`config.mk`:
```
export PLATFORM = sky130hd
export DESIGN_NAME = hazard_scoreboard
export DESIGN_NICKNAME = d
export VERILOG_FILES = /design/src/rtl/hazard_scoreboard.sv
export SDC_FILE = /design/constraint.sdc
export NUM_CORES = 1
export LEC_CHECK = 0
export CAP_MARGIN = 20
export CORE_MARGIN = 1
export CORE_UTILIZATION = 61
export CTS_BUF_LIST = sky130_fd_sc_hd__clkbuf_4 sky130_fd_sc_hd__clkbuf_8
export DETAILED_ROUTE_END_ITERATION = 12
export HOLD_SLACK_MARGIN = 0.15
export PLACE_DENSITY = 0.9
export RECOVER_POWER = 25
export SYNTH_ARGS = -nofsm -noshare
export SYNTH_HDL_FRONTEND = slang
export SYNTH_SLANG_ARGS = --single-unit
```
`constraint.sdc`:
```
create_clock -name clk -period 2.9 [get_ports clk]
set_clock_uncertainty 0.05 [all_clocks]
set_input_delay 0.58 -clock clk [delete_from_list [all_inputs] [get_ports clk]]
set_output_delay 0.58 -clock clk [all_outputs]
set_load 0.01 [all_outputs]
```
`src/rtl/hazard_scoreboard.sv`:
```
// Decode-stage hazard scoreboard: per-resource countdowns drive HOLD on RAW, WR, carry, MR and jump hazards.
// Optional stall statistics ports are enabled by defining HAZARD_SCOREBOARD_STATS_EN.
module hazard_scoreboard #(
    parameter int NREGS = 32,
    parameter int DEPTH = 3,
    localparam int RW = (NREGS > 1) ? $clog2(NREGS) : 1,
    localparam int CW = $clog2(DEPTH + 1)
) (
    input  logic          clk,
    input  logic          nreset,
    input  logic          dec_valid,
    input  logic [6:0]    dec_type,
    input  logic [RW-1:0] dec_sela,
    input  logic [RW-1:0] dec_selc,
    input  logic          MR,
    input  logic          flush,
    output logic          HOLD,
    output logic          busy
`ifdef HAZARD_SCOREBOARD_STATS_EN
    ,
    output logic [15:0]   stall_cnt,
    output logic [4:0]    stall_cause
`endif
);

    logic [CW-1:0] rcnt_q [NREGS];
    logic [CW-1:0] rcnt_d [NREGS];
    logic [CW-1:0] wrcnt_q, wrcnt_d;
    logic [CW-1:0] ccnt_q, ccnt_d;
    logic [CW-1:0] occ_q, occ_d;

    logic rdPending;
    logic hJump, hMr, hWr, hC, hR;
    logic issue;

    // Flush wins over a fresh write, which wins over the countdown.
    function automatic logic [CW-1:0] nextCnt(input logic [CW-1:0] cur,
                                              input logic          set,
                                              input logic          clr);
        logic [CW-1:0] nxt;
        nxt = '0;
        if (clr)
            nxt = '0;
        else if (set)
            nxt = CW'(DEPTH);
        else if (cur != '0)
            nxt = cur - CW'(1);
        return nxt;
    endfunction

    // Selects beyond NREGS never match a register index, so they are ignored.
    always_comb begin
        rdPending = 1'b0;
        for (int i = 0; i < NREGS; i++) begin
            if ((dec_sela == RW'(i)) && (rcnt_q[i] != '0))
                rdPending = 1'b1;
        end
        hJump = dec_type[6] & (occ_q != '0);
        hMr   = MR & (wrcnt_q != '0);
        hWr   = dec_type[0] & (wrcnt_q != '0);
        hC    = dec_type[4] & (ccnt_q != '0);
        hR    = dec_type[2] & rdPending;
        HOLD  = dec_valid & (hJump | hMr | hWr | hC | hR);
        issue = dec_valid & ~HOLD;
        busy  = (occ_q != '0);
    end

    always_comb begin
        for (int i = 0; i < NREGS; i++) begin
            rcnt_d[i] = nextCnt(rcnt_q[i],
                                issue & dec_type[3] & (dec_selc == RW'(i)),
                                flush);
        end
        wrcnt_d = nextCnt(wrcnt_q, issue & dec_type[1], flush);
        ccnt_d  = nextCnt(ccnt_q, issue & dec_type[5], flush);
        occ_d   = nextCnt(occ_q, issue, flush);
    end

    always_ff @(posedge clk or posedge nreset) begin
        if (nreset) begin
            for (int i = 0; i < NREGS; i++)
                rcnt_q[i] <= '0;
            wrcnt_q <= '0;
            ccnt_q  <= '0;
            occ_q   <= '0;
        end else begin
            for (int i = 0; i < NREGS; i++)
                rcnt_q[i] <= rcnt_d[i];
            wrcnt_q <= wrcnt_d;
            ccnt_q  <= ccnt_d;
            occ_q   <= occ_d;
        end
    end

`ifdef HAZARD_SCOREBOARD_STATS_EN
    logic [15:0] stall_cnt_q, stall_cnt_d;
    logic [4:0]  stall_cause_q, stall_cause_d;

    // The stall counter saturates and survives flushes; only reset clears it.
    always_comb begin
        stall_cnt_d = stall_cnt_q;
        if (HOLD && (stall_cnt_q != 16'hFFFF))
            stall_cnt_d = stall_cnt_q + 16'd1;
        stall_cause_d = {hR, hC, hWr, hMr, hJump};
    end

    always_ff @(posedge clk or posedge nreset) begin
        if (nreset) begin
            stall_cnt_q   <= '0;
            stall_cause_q <= '0;
        end else begin
            stall_cnt_q   <= stall_cnt_d;
            stall_cause_q <= stall_cause_d;
        end
    end

    assign stall_cnt   = stall_cnt_q;
    assign stall_cause = stall_cause_q;
`endif

endmodule

```
Yosys cells after proc, flatten, opt, wreduce, memory -nomap -nowiden
Index checks and enable logic that the tools add are counted.

storage, ports and cells
  register bits = 70
  bits of input ports = 22
  output and inout bits = 2
  word-level logic and storage cells = 385

cells by class
  $add $sub $neg = 35
  eq/ne operators = 62
  muxes and demuxes = 137
  bitwise logic cells = 47
  reduce and logical (&&, ||, !) cells = 69

operators with widths
  cell                                                  number
  two-way mux 2 bit                                     105
  equality test 5 bit (second input constant)           32
  equality test 5 x 4 -> 1 bit (second input constant)  16
  nonzero test 2 bit                                    35
  subtractor 2 x 1 -> 2 bit (second input constant)     35
  bitwise AND 1 bit                                     42
  equality test 5 x 3 -> 1 bit (second input constant)  8
  logical AND 1 bit                                     32
  two-way mux 1 bit                                     32
  equality test 5 x 2 -> 1 bit (second input constant)  4
  equality test 5 x 1 -> 1 bit (second input constant)  2
  logical NOT 5 bit                                     2
  bitwise OR 1 bit                                      4
  NOT 1 bit                                             1

Longest topological paths before layout
Gate-level depths: netlist of the first run.

  word-level depth = 43
  depth in mapped cells = 8

Least setup slack after synthesis of the first run
OpenSTA, ideal clock, no wires.

  kind = input port to output port
  start = input dec_sela[2]
  end = output HOLD
  arrival = 2.063 ns
  data required time = 2.270 ns
  slack = 0.207 ns
  cell stages on the path = 7
  path through = buf_2 > nand2_1 > nor3_1 > o311ai_0 > a41oi_4 > buf_6 > a21boi_1

on the way
  cells in the longest elaborated chain, start to end = 37
  elaborated cells between the ends (all ways) = 99
  those cells by class = 31 x eq/ne; 32 x mux; 3 x bitwise; 33 x reduce/logical

ends and longest elaborated chain
  what                              RTL line  text
  from (decl)                       13        input logic [RW-1:0] dec_sela,
  logical NOT 5 bit                 55        if ((dec_sela == RW'(i)) && (rcnt_q[i] != '0))
  logical AND 1 bit                 55
  two-way mux 1 bit (31 in series)  55
  two-way mux 1 bit *               55
  bitwise AND 1 bit *               62        hR = dec_type[2] & rdPending;
  bitwise OR 1 bit *                63        HOLD = dec_valid & (hJump | hMr | hWr | hC | hR);
  bitwise AND 1 bit *               63
  to (decl)                         17        output logic HOLD,

Every way passes the cells marked *; elsewhere a longest branch is shown, timed or not.

Worst setup path after layout of the first run
  start = input dec_sela[1]
  end = output HOLD

Same word-level chain as after synthesis.

==> results of run 1 <==
## per-stage QoR
step	area (µm²)	TNS, ns	util [%]	power [µW]
after floorplan	3600	0	-	1160
after global placement	4020	-7.38	71.7	1260
after detailed placement	4020	-15.54	71.7	1260
after CTS	4340	0	77.4	1930
after global routing	4360	0	77.7	1990
final	4360	0	77.7	1940
## layout by cell type, fill, tap and decap left out, drive strengths merged, types with 3 or more instances in the layout
cell type	n
nand2b	7
o21ai	62
nor4b	3
a21oi	4
or3b	28
o211ai	6
or3	3
clkbuf	13
nand4	3
dfrtp	70
nand3b	29
clkinv	5
nor2	46
nor2b	6
nand2	41
clkdlybuf4s50	17
nand3	9
nor3	9
o22ai	15
inv	9
buf	31
## kinds of logic (layout without fill, tap and decap cells)
logic type             after synthesis  count (layout)  synth area share, %
DFF                                 70              70                 48.7
AOI/OAI and AO/OA                  103             103                 17.2
and+or+nand+nor                    190             190                 29.8
buffers and inverters               32              80                 4.28
## state kept, by name (all words and copies together), names as in the netlist
name     flops
wrcnt_q      2
ccnt_q       2
occ_q        2
rcnt_q      64
## synthesized netlist by cell type, drive strengths merged
master / instances
or3: 3
a21boi: 1
nor2b: 6
a41oi: 2
buf: 7
nand3b: 29
nor2: 46
o2111ai: 1
or2: 1
a31oi: 1
o21a: 2
o21ai: 62
o31ai: 2
o41ai: 1
dfrtp: 70
o311a: 2
nand2: 41
nor4: 1
and3b: 1
or3b: 28
nor3: 9
nor3b: 1
a211oi: 1
nand2b: 7
a22oi: 1
o22ai: 15
clkbuf: 15
nand4b: 2
o211ai: 6
nand3: 9
inv: 10
nor4b: 3
a21oi: 4
nand4: 3
o311ai: 2
## routing by layer
layer  up-vias  global-route usage [%]
met2       192                    54.9
met5         -                       0
met1      1657                    41.8
met3        34                    6.09
li1       1499                       -
met4         0                    18.5
## worst max-delay path: stages
cell           delay (ns)
dlygate4sd2_1        0.24
buf_6                0.15
buf_6                0.14
nor3_4               0.19
a21oi_2              0.07
a31oi_2              0.23
o41ai_2              0.13
o311ai_2             0.29
a21boi_1             0.09
buf_2                0.15
## power breakdown
| group | internal (µW) | switching (µW) | total (µW) |
|---|---|---|---|
| combinational | 113 | 168 | 281 |
| clock | 308 | 360 | 668 |
| sequential | 985 | 7.07 | 992 |
## final timing paths
| path | end | slack, ns |
|---|---|---|
| min in group asynchronous | rcnt_q[43]$_DFF_PP0_ | 0.91 |
| hold / removal | occ_q[0]$_DFF_PP0_ | 0.42 |
| setup / recovery | HOLD | 0.009 |
| max in group asynchronous | rcnt_q[26]$_DFF_PP0_ | 0.48 |
| setup reg to reg | rcnt_q[63]$_DFF_PP0_ | 0.58 |
| hold reg to reg | occ_q[0]$_DFF_PP0_ | 0.42 |
## final cells by class
type                    count  area, µm²  share of cell area [%]
multi-input cells         293       1830                    41.9
flip-flops and latches     70       1750                    40.2
repair buffers             55        492                    11.3
clock buffers              10        131                    3.02
well taps                  72       90.1                    2.07
inverters                  10       37.5                   0.862
clock inverters             5       27.5                   0.632
## repair_timing
| action | 4_1_cts | 5_1_grt |
|---|---|---|
| endpoints found under the setup margin | 1 | 1 |
| gates resized for setup | 36 | 8 |
| hold endpoints to repair | 0 | 0 |
| pin swaps | 7 | 4 |
| cloned | 1 | 0 |
| setup buffers | 5 | 0 |
==> results.ini, run 1 <==
[drt]
via_count = 3382
initialDrtViolationCount = 396
dr.pass1.iters = 7
dr.max_layer_used = met4
avgViaCountPerCell = 6.57
drcViolationCount = 0
wl_met1_mm = 3.94
wl_met3_um = 826
wire_per_inst_um = 19.3
wl_mm = 9.95
wl_met2_mm = 4.86
drtAntennaViolNets = 0

[clock_network]
cts_tree = done
clock_path_buffers = 2
root_buffer = clkbuf_8
cts_htree_levels = 3
clock_latency_ns = 0.35
clock-sinks = 70
path_clk_slew_ns = 0.07
cts_made_buffers = 9
cts_hold_buf = 0

[sta]
relSlewSlack_pct = -21.3
rsz0062_at_grt = no
slew_violations = 35
holdWs_ns = 0.418
fmax_mhz = 346
postLayoutSetupSlackWorst_ns = 0.00895
report.final.setup_viol = 0
finalCriticalPeriod_ns = 2.89
tightest_slew_ns = 1.82
hold_viol_final = 0
post-route-period-util_pct = 99.7

[layout]
n_fill_cell = 364
drive_above_1_share_pct = 22.6
nets = 461
layout-area-overhead-vs-synth_pct = 21.1
fin_cells = 515
n_antenna_cell = 0

[setup_path]
crit_arrival_ns = 2.26
crit_fanout = 8
startpoint = dec_sela[1]
end_kind = primary output
cp_data_required_time_ns = 2.27
timing.rr.start = rcnt_q[12]$_DFF_PP0_
start_kind = input pin
critPathKind = input pin to primary output
reg2reg_depth = 7

[synthesis]
ys_types = 38
syn_area_per_cell_um2 = 9.10
synth_seq_cells = 70
synthTopCellsByArea = dfrtp_1, or3b_2, o21ai_0
synth_seq_area_share_pct = 48.7
syn-num-nets = 417
netlist_area_um2 = 3600
yosys.area.top_type = dfrtp_1
ys_warn_count = 0
netlist.area_leader.share_pct = 48.7
synth_cells = 395

[run]
cap_violations = 1

[power_and_ir_drop]
powerDensity_nw_per_um2 = 446
max-vdd-ir-drop_mv = 0.316
power.leakage_uw = 0.00175

[outcome]
failed_checks = capacitance limit, slew limit
outcome = complete, but fails checks

[global_routing]
grt_util_all_layers_pct = 33.4
grt_pass1_wl_mm = 15.5
grt-ovfl-total = 0
grt_pass1_vias = 3262
antenna_found_initial = 0
grt_max_degree = 38

[floorplanning]
ioPinCount = 24
dieWidth_um = 78.8
die_area_um2 = 6210
num_rows = 27
die_h_um = 78.8
core_um2 = 5610
initial_core_util_pct = 64.1

[worst_hold_path]
hold_depth = 1
hp-class = flip-flop to flip-flop
hp-start = occ_q[0]$_DFF_PP0_

[placement]
pre_cts_slack_ns = -0.778
dp_cells = 494
place.gp.congestion = 0.909
hpwl_mm = 6.28
port_buffers = 23

No activity file was read; power rests on OpenSTA's default activity.
==> run 2, diff against run 1 <==
--- a/config.mk
+++ b/config.mk
@@ -6,13 +6,15 @@
 export NUM_CORES = 1
 export LEC_CHECK = 0
 export CAP_MARGIN = 20
-export CORE_MARGIN = 1
+export CORE_ASPECT_RATIO = 0.9
+export CORE_MARGIN = 2
 export CORE_UTILIZATION = 61
 export CTS_BUF_LIST = sky130_fd_sc_hd__clkbuf_4 sky130_fd_sc_hd__clkbuf_8
 export DETAILED_ROUTE_END_ITERATION = 12
 export HOLD_SLACK_MARGIN = 0.15
 export PLACE_DENSITY = 0.9
 export RECOVER_POWER = 25
+export SLEW_MARGIN = 20
 export SYNTH_ARGS = -nofsm -noshare
 export SYNTH_HDL_FRONTEND = slang
 export SYNTH_SLANG_ARGS = --single-unit
==> run 2 against run 1 <==
Effect of this change:
- the flow still finishes with violations (capacitance limit, slew limit)
- final cell count fell by 0.78%
- clock-buffer cell count is 2 higher
- sequential share of layout area fell by 0.29 points
- clock power increased by 32%
- maximum frequency fell by 0.27%
- flip-flop and latch count unchanged
- register-to-register slack lost 0.06 ns
- die area is 5.2% higher
- wire length up 1.1%
- highest routed layer unchanged
==> results.ini, run 2 (synthesis results as in run 1) <==
[drt]
wl_met3_um = 846  ; +2.4%
wl_met2_mm = 4.79  ; -1.3%
drcViolationCount = 0  ; unchanged
wl_mm = 10.1  ; +1.1%
dr.pass1.iters = 6  ; -1
avgViaCountPerCell = 6.64  ; +1.1%
wl_met1_mm = 3.93  ; -0.46%
via_count = 3393  ; +0.33%
drtAntennaViolNets = 0  ; unchanged
dr.max_layer_used = met4
initialDrtViolationCount = 439  ; +11%
wire_per_inst_um = 19.7  ; +1.9%

[layout]
largest_reg_flops = 64  ; unchanged
drive_above_1_share_pct = 21.1  ; -1.5 points
layout_commonest_cell = dfrtp_1
layout-area-overhead-vs-synth_pct = 22.0
fin_cells = 511  ; -0.78%
final_cell_mix = dfrtp_1, nor2_1, o21ai_0
nets = 458  ; -0.65%
n_antenna_cell = 0  ; unchanged
regMostFlops = rcnt_q

[sta]
hold_viol_final = 0  ; unchanged
post-route-period-util_pct = 100  ; +0.27 points
finalCriticalPeriod_ns = 2.90  ; +0.00795 ns
report.final.setup_viol = 0  ; unchanged
postLayoutSetupSlackWorst_ns = 0.000995  ; -0.00795 ns
fmax_mhz = 345  ; -0.27%
relSlewSlack_pct = -12.6  ; +8.7 points
tightest_slew_ns = 1.69  ; -0.130 ns
slew_violations = 71  ; +100%

[setup_path]
critPathKind = input pin to primary output
start_kind = input pin
crit_arrival_ns = 2.27  ; about the same
crit_fanout = 6  ; -2
end_kind = primary output
cp_data_required_time_ns = 2.27  ; about the same

[power_and_ir_drop]
pwr-share-clk_pct = 40.9  ; +6.5 points
p_seq_share_pct = 45.9  ; -5.2 points
max-vdd-ir-drop_mv = 0.409  ; +29%
p_sw_share_pct = 24.8  ; -2.8 points
p_int_uw = 1630  ; +16%
power.leakage_uw = 0.00179  ; +1.8%
powerDensity_nw_per_um2 = 493  ; +11%
switchingPower_uw = 535  ; about the same
p_comb_share_pct = 13.2  ; -1.3 points

[clock_network]
clock_latency_ns = 0.35  ; about the same
path_clk_slew_ns = 0.07  ; about the same
clock_path_buffers = 2  ; unchanged
cts_hold_buf = 0  ; unchanged
root_buffer = clkbuf_8
cts_htree_levels = 3  ; unchanged
cts_made_buffers = 9  ; unchanged
clock-sinks = 70  ; unchanged
cts_tree = done

[floorplanning]
initial_core_util_pct = 63.2  ; -0.96 points
ioPinCount = 24  ; unchanged
core_um2 = 5690  ; +1.5%
die_h_um = 76.8  ; -2.5%
die_area_um2 = 6530  ; +5.2%
dieWidth_um = 84.9  ; +7.8%
num_rows = 26  ; -3.7%

[placement]
pre_cts_slack_ns = -0.724  ; +0.0543 ns
place.gp.congestion = 0.895  ; -1.6%
hpwl_mm = 6.19  ; -1.4%
dp_cells = 489  ; -1.0%
port_buffers = 23  ; unchanged

[outcome]
outcome = complete, but fails checks
failed_checks = capacitance limit, slew limit

[global_routing]
antenna_found_initial = 0  ; unchanged
grt_pass1_vias = 3300  ; +1.2%
grt_max_degree = 71  ; +87%
grt-ovfl-total = 0  ; unchanged
grt_util_all_layers_pct = 31.2  ; -2.3 points
grt_pass1_wl_mm = 15.7  ; +1.3%

[run]
cap_violations = 1  ; unchanged

[worst_hold_path]
hp-class = flip-flop to flip-flop

-- run 2: cell count changes in the layout (fill, tap and decap cells not counted), moves of 2 or more --
cell / before / now
a21oi_1: 2 / 4
nor3_1: 5 / 7
clkinv_2: 4 / 2
a21oi_2: 2 / 0
bufinv_16: 0 / 2
buf_6: 4 / 2
-- run 2: what timing repair did --
item | in CTS | in global routing
pin swaps | 4 | 4
resized for setup | 26 | 8
buffers inserted | 2 | 2
cloned | 2 | 0
setup endpoints to repair | 1 | 1
-- run 2: final timing paths --
path	slack [ns]	to	cells after the start	from
max	0.001	HOLD	9	dec_sela[2]
min	0.43	occ_q[0]$_DFF_PP0_	1	occ_q[0]$_DFF_PP0_
max reg2reg	0.52	rcnt_q[50]$_DFF_PP0_	9	rcnt_q[10]$_DFF_PP0_
min reg2reg	0.43	occ_q[0]$_DFF_PP0_	1	occ_q[0]$_DFF_PP0_
max in group asynchronous	0.61	rcnt_q[5]$_DFF_PP0_	3	nreset
min in group asynchronous	1.21	rcnt_q[47]$_DFF_PP0_	3	nreset
-- run 2: stage by stage --
| step | hold WS [ns] | util (%) | total power [µW] | TNS (ns) | cell area [µm²] |
|---|---|---|---|---|---|
| after floorplan | 0.387 | - | 1160 | 0 | 3600 |
| after global placement | 0.400 | 70.6 | 1260 | -4.07 | 4020 |
| after detailed placement | 0.410 | 70.6 | 1260 | -8.63 | 4020 |
| after CTS | 0.423 | 76.8 | 2160 | 0 | 4370 |
| after global routing | 0.454 | 77.1 | 2220 | -0.0429 | 4390 |
| final | 0.426 | 77.1 | 2160 | 0 | 4390 |
-- run 2: routing by layer --
layer	vias to the layer above	GRT usage (%)
met5	-	0
met1	1599	38.6
li1	1499	-
met4	0	16.7
met2	232	51.4
met3	63	6.24
-- run 2: final cells by class --
class	instances	area, µm²
clock buffers	12	153
clock inverters	4	70.1
fillers	351	1310
inverters	10	37.5
multi-input cells	293	1790
flip-flops and latches	70	1750
well taps	70	87.6
repair buffers	52	499
-- run 2: power groups by stage --
stage	sequential (µW)	clock [µW]	combinational (µW)
global placement	1010	0	248
detailed placement	1010	0	253
CTS	991	891	275
global route	992	931	301
floorplan	1010	0	154
finish	992	885	285
-- run 2: worst max-delay path: stages --
cell and delay (ns):
clkdlybuf4s15_1 0.26, buf_4 0.20, nand3b_1 0.18, a211oi_1 0.35, a31oi_2 0.10, o41ai_2 0.11, o311ai_2 0.16, a21boi_2 0.17
buf_2 0.15
==> RTL edit, RTL diff (settings of run 1) <==
`DEPTH`: 3 -> 5.
--- a/src/rtl/hazard_scoreboard.sv
+++ b/src/rtl/hazard_scoreboard.sv
@@ -4,3 +4,3 @@
     parameter int NREGS = 32,
-    parameter int DEPTH = 3,
+    parameter int DEPTH = 5,
     localparam int RW = (NREGS > 1) ? $clog2(NREGS) : 1,
Formal check against the unedited RTL: not equivalent (a bounded check fails within 10 cycles, from zero or initial values and one cycle with nreset high).
==> RTL edit against run 1 <==
  * The flow finishes with violations (setup timing)
  * Area after synthesis up 69%
  * Design area grew 63%
  * Largest cell class unchanged
  * Wire length increased by 57%
  * Highest routed layer unchanged
  * Total power rose by 56%
  * Utilization down 4.6 points
  * Worst setup slack got worse by 140 ps
  * Sequential cell count up 35
  * First-iteration DRC count grew 8.6%
==> RTL edit: results (changes against run 1) <==
Gate power share 19.8% (+5.3 points); metal2 WL 7954 µm (+64%); M1 GR Usage 38.51% (-3.2 points); Reg clk slew, reported paths 90 ps (+20 ps); GR Util All Layers 31.17% (-2.3 points); Static Leak 3.301 nW (+88%); top-area cell type share of the netlist area 43.19% (-5.5 points); antenna violations before repair 0 (unchanged); Iteration-0 DRC Markers 430 (+8.6%); critical path arrival 2400 ps (+140 ps); postcts setup bufs 10 (+5); Yosys cell types 49 (+29%); routed wire length per instance 18.20 µm (-5.7%); FILL cells 652 (+79%); Final GP Congestion 0.9368 (+3.1%); HP Start rcnt_q[24]$_DFF_PP0_; antenna fix cells 0 (unchanged); CP Launch Point dec_type[2]; largest cells by area after synthesis dfrtp_1 (43%), ha_1 (12%), inv_1 (6.4%); Post-CTS Resized 29 (-19%); Synthesis Warnings 0 (unchanged); clk_lat worst skew 370 ps (+20 ps); synthesized net count 737 (+77%); Pwr Total 0.003024 W (+56%); first-pass GRT wire length 24710 µm (+59%); first-pass detailed-route iteration total 6 (-1); FF-to-FF End rcnt_q[13]$_DFF_PP0_; post-synthesis sequential area ratio 43.19% (-5.5 points); Max IR drop VDD 0.0002258 V (-29%); Int Pwr 0.002167 W (+54%); Largest register FFs 96 (+50%); largest net degree at the start of global routing 106 (+180%); Routed met1 length 6017 µm (+53%); failing checks setup timing; post-layout util 73.08% (-4.6 points); Final Max Slew Viols 0 (-100%); Setup WS post-layout -126.2 ps (-135.1 ps); cells on worst reg2reg path 10 (+3); met2 usage 53.48% (-1.4 points); Met3 Routed Length 1091 µm (+32%); grt met3 use 4.925% (-1.2 points); DR vias/cell 6.161 (-6.2%); Final setup viols 1 (+1); share of layout cells above drive strength 1 16.16% (-6.4 points); nets@finish 803 (+74%); status finished, violations left; dpl cell area 6741 µm² (+68%); Post-synth top cells dfrtp_1 (105), inv_1 (103), nand2_1 (85); Hold Path Sink rcnt_q[24]$_DFF_PP0_
-- RTL edit: cell types whose count changed in the layout (fill, tap and decap cells not counted), moves of 11 or more --
cell / before / now
inv_1: 9 / 100
ha_1: 0 / 53
nand2_1: 40 / 85
o21ai_0: 44 / 3
o32ai_1: 0 / 37
a21oi_1: 2 / 38
dfrtp_1: 70 / 105
buf_4: 23 / 57
nand3b_1: 29 / 2
or3b_2: 28 / 2
o21a_1: 2 / 22
o21ai_1: 18 / 0
o31a_1: 0 / 11
-- RTL edit: logic make-up (layout without fill, tap and decap cells) --
logic type / count (synthesis) / count (layout) / share of synthesized area (%)
buf+inv: 133 / 202 / 9.029
simple gates: 193 / 193 / 15.24
compound gates: 156 / 156 / 18.80
mux: 8 / 8 / 1.399
flops: 105 / 105 / 43.19
fa+ha+maj: 60 / 60 / 12.34
-- RTL edit: stage by stage --
step,cells,setup slack [ps],hold WS [ps],setup TNS [ps]
6_report,857,-126.2,457.0,-126.2
5_1_grt,857,-186.0,478.9,-186.0
4_1_cts,855,-95.74,459.2,-95.74
3_5_place_dp,831,-648.0,443.5,-9665
3_3_place_gp,831,-548.4,428.8,-2000
2_1_floorplan,655,118.3,412.7,0
-- RTL edit: layout make-up --
cell class                      instances  share of cell area [%]
Clock buffer                           11                   2.041
Clock inverter                          3                  0.5983
Inverter                              103                   5.525
Multi-Input combinational cell        417                   42.32
Sequential cell                       105                   36.95
Tap cell                              133                   2.340
Timing Repair Buffer                   85                   10.22
-- RTL edit: worst max-delay path, cell delays in order --
cell,delay (ps)
clkdlybuf4s50_1,570
nor2b_1,340
nand4b_1,140
o211ai_1,340
nor3_4,90
nand3_4,110
and2_4,140
buf_6,90
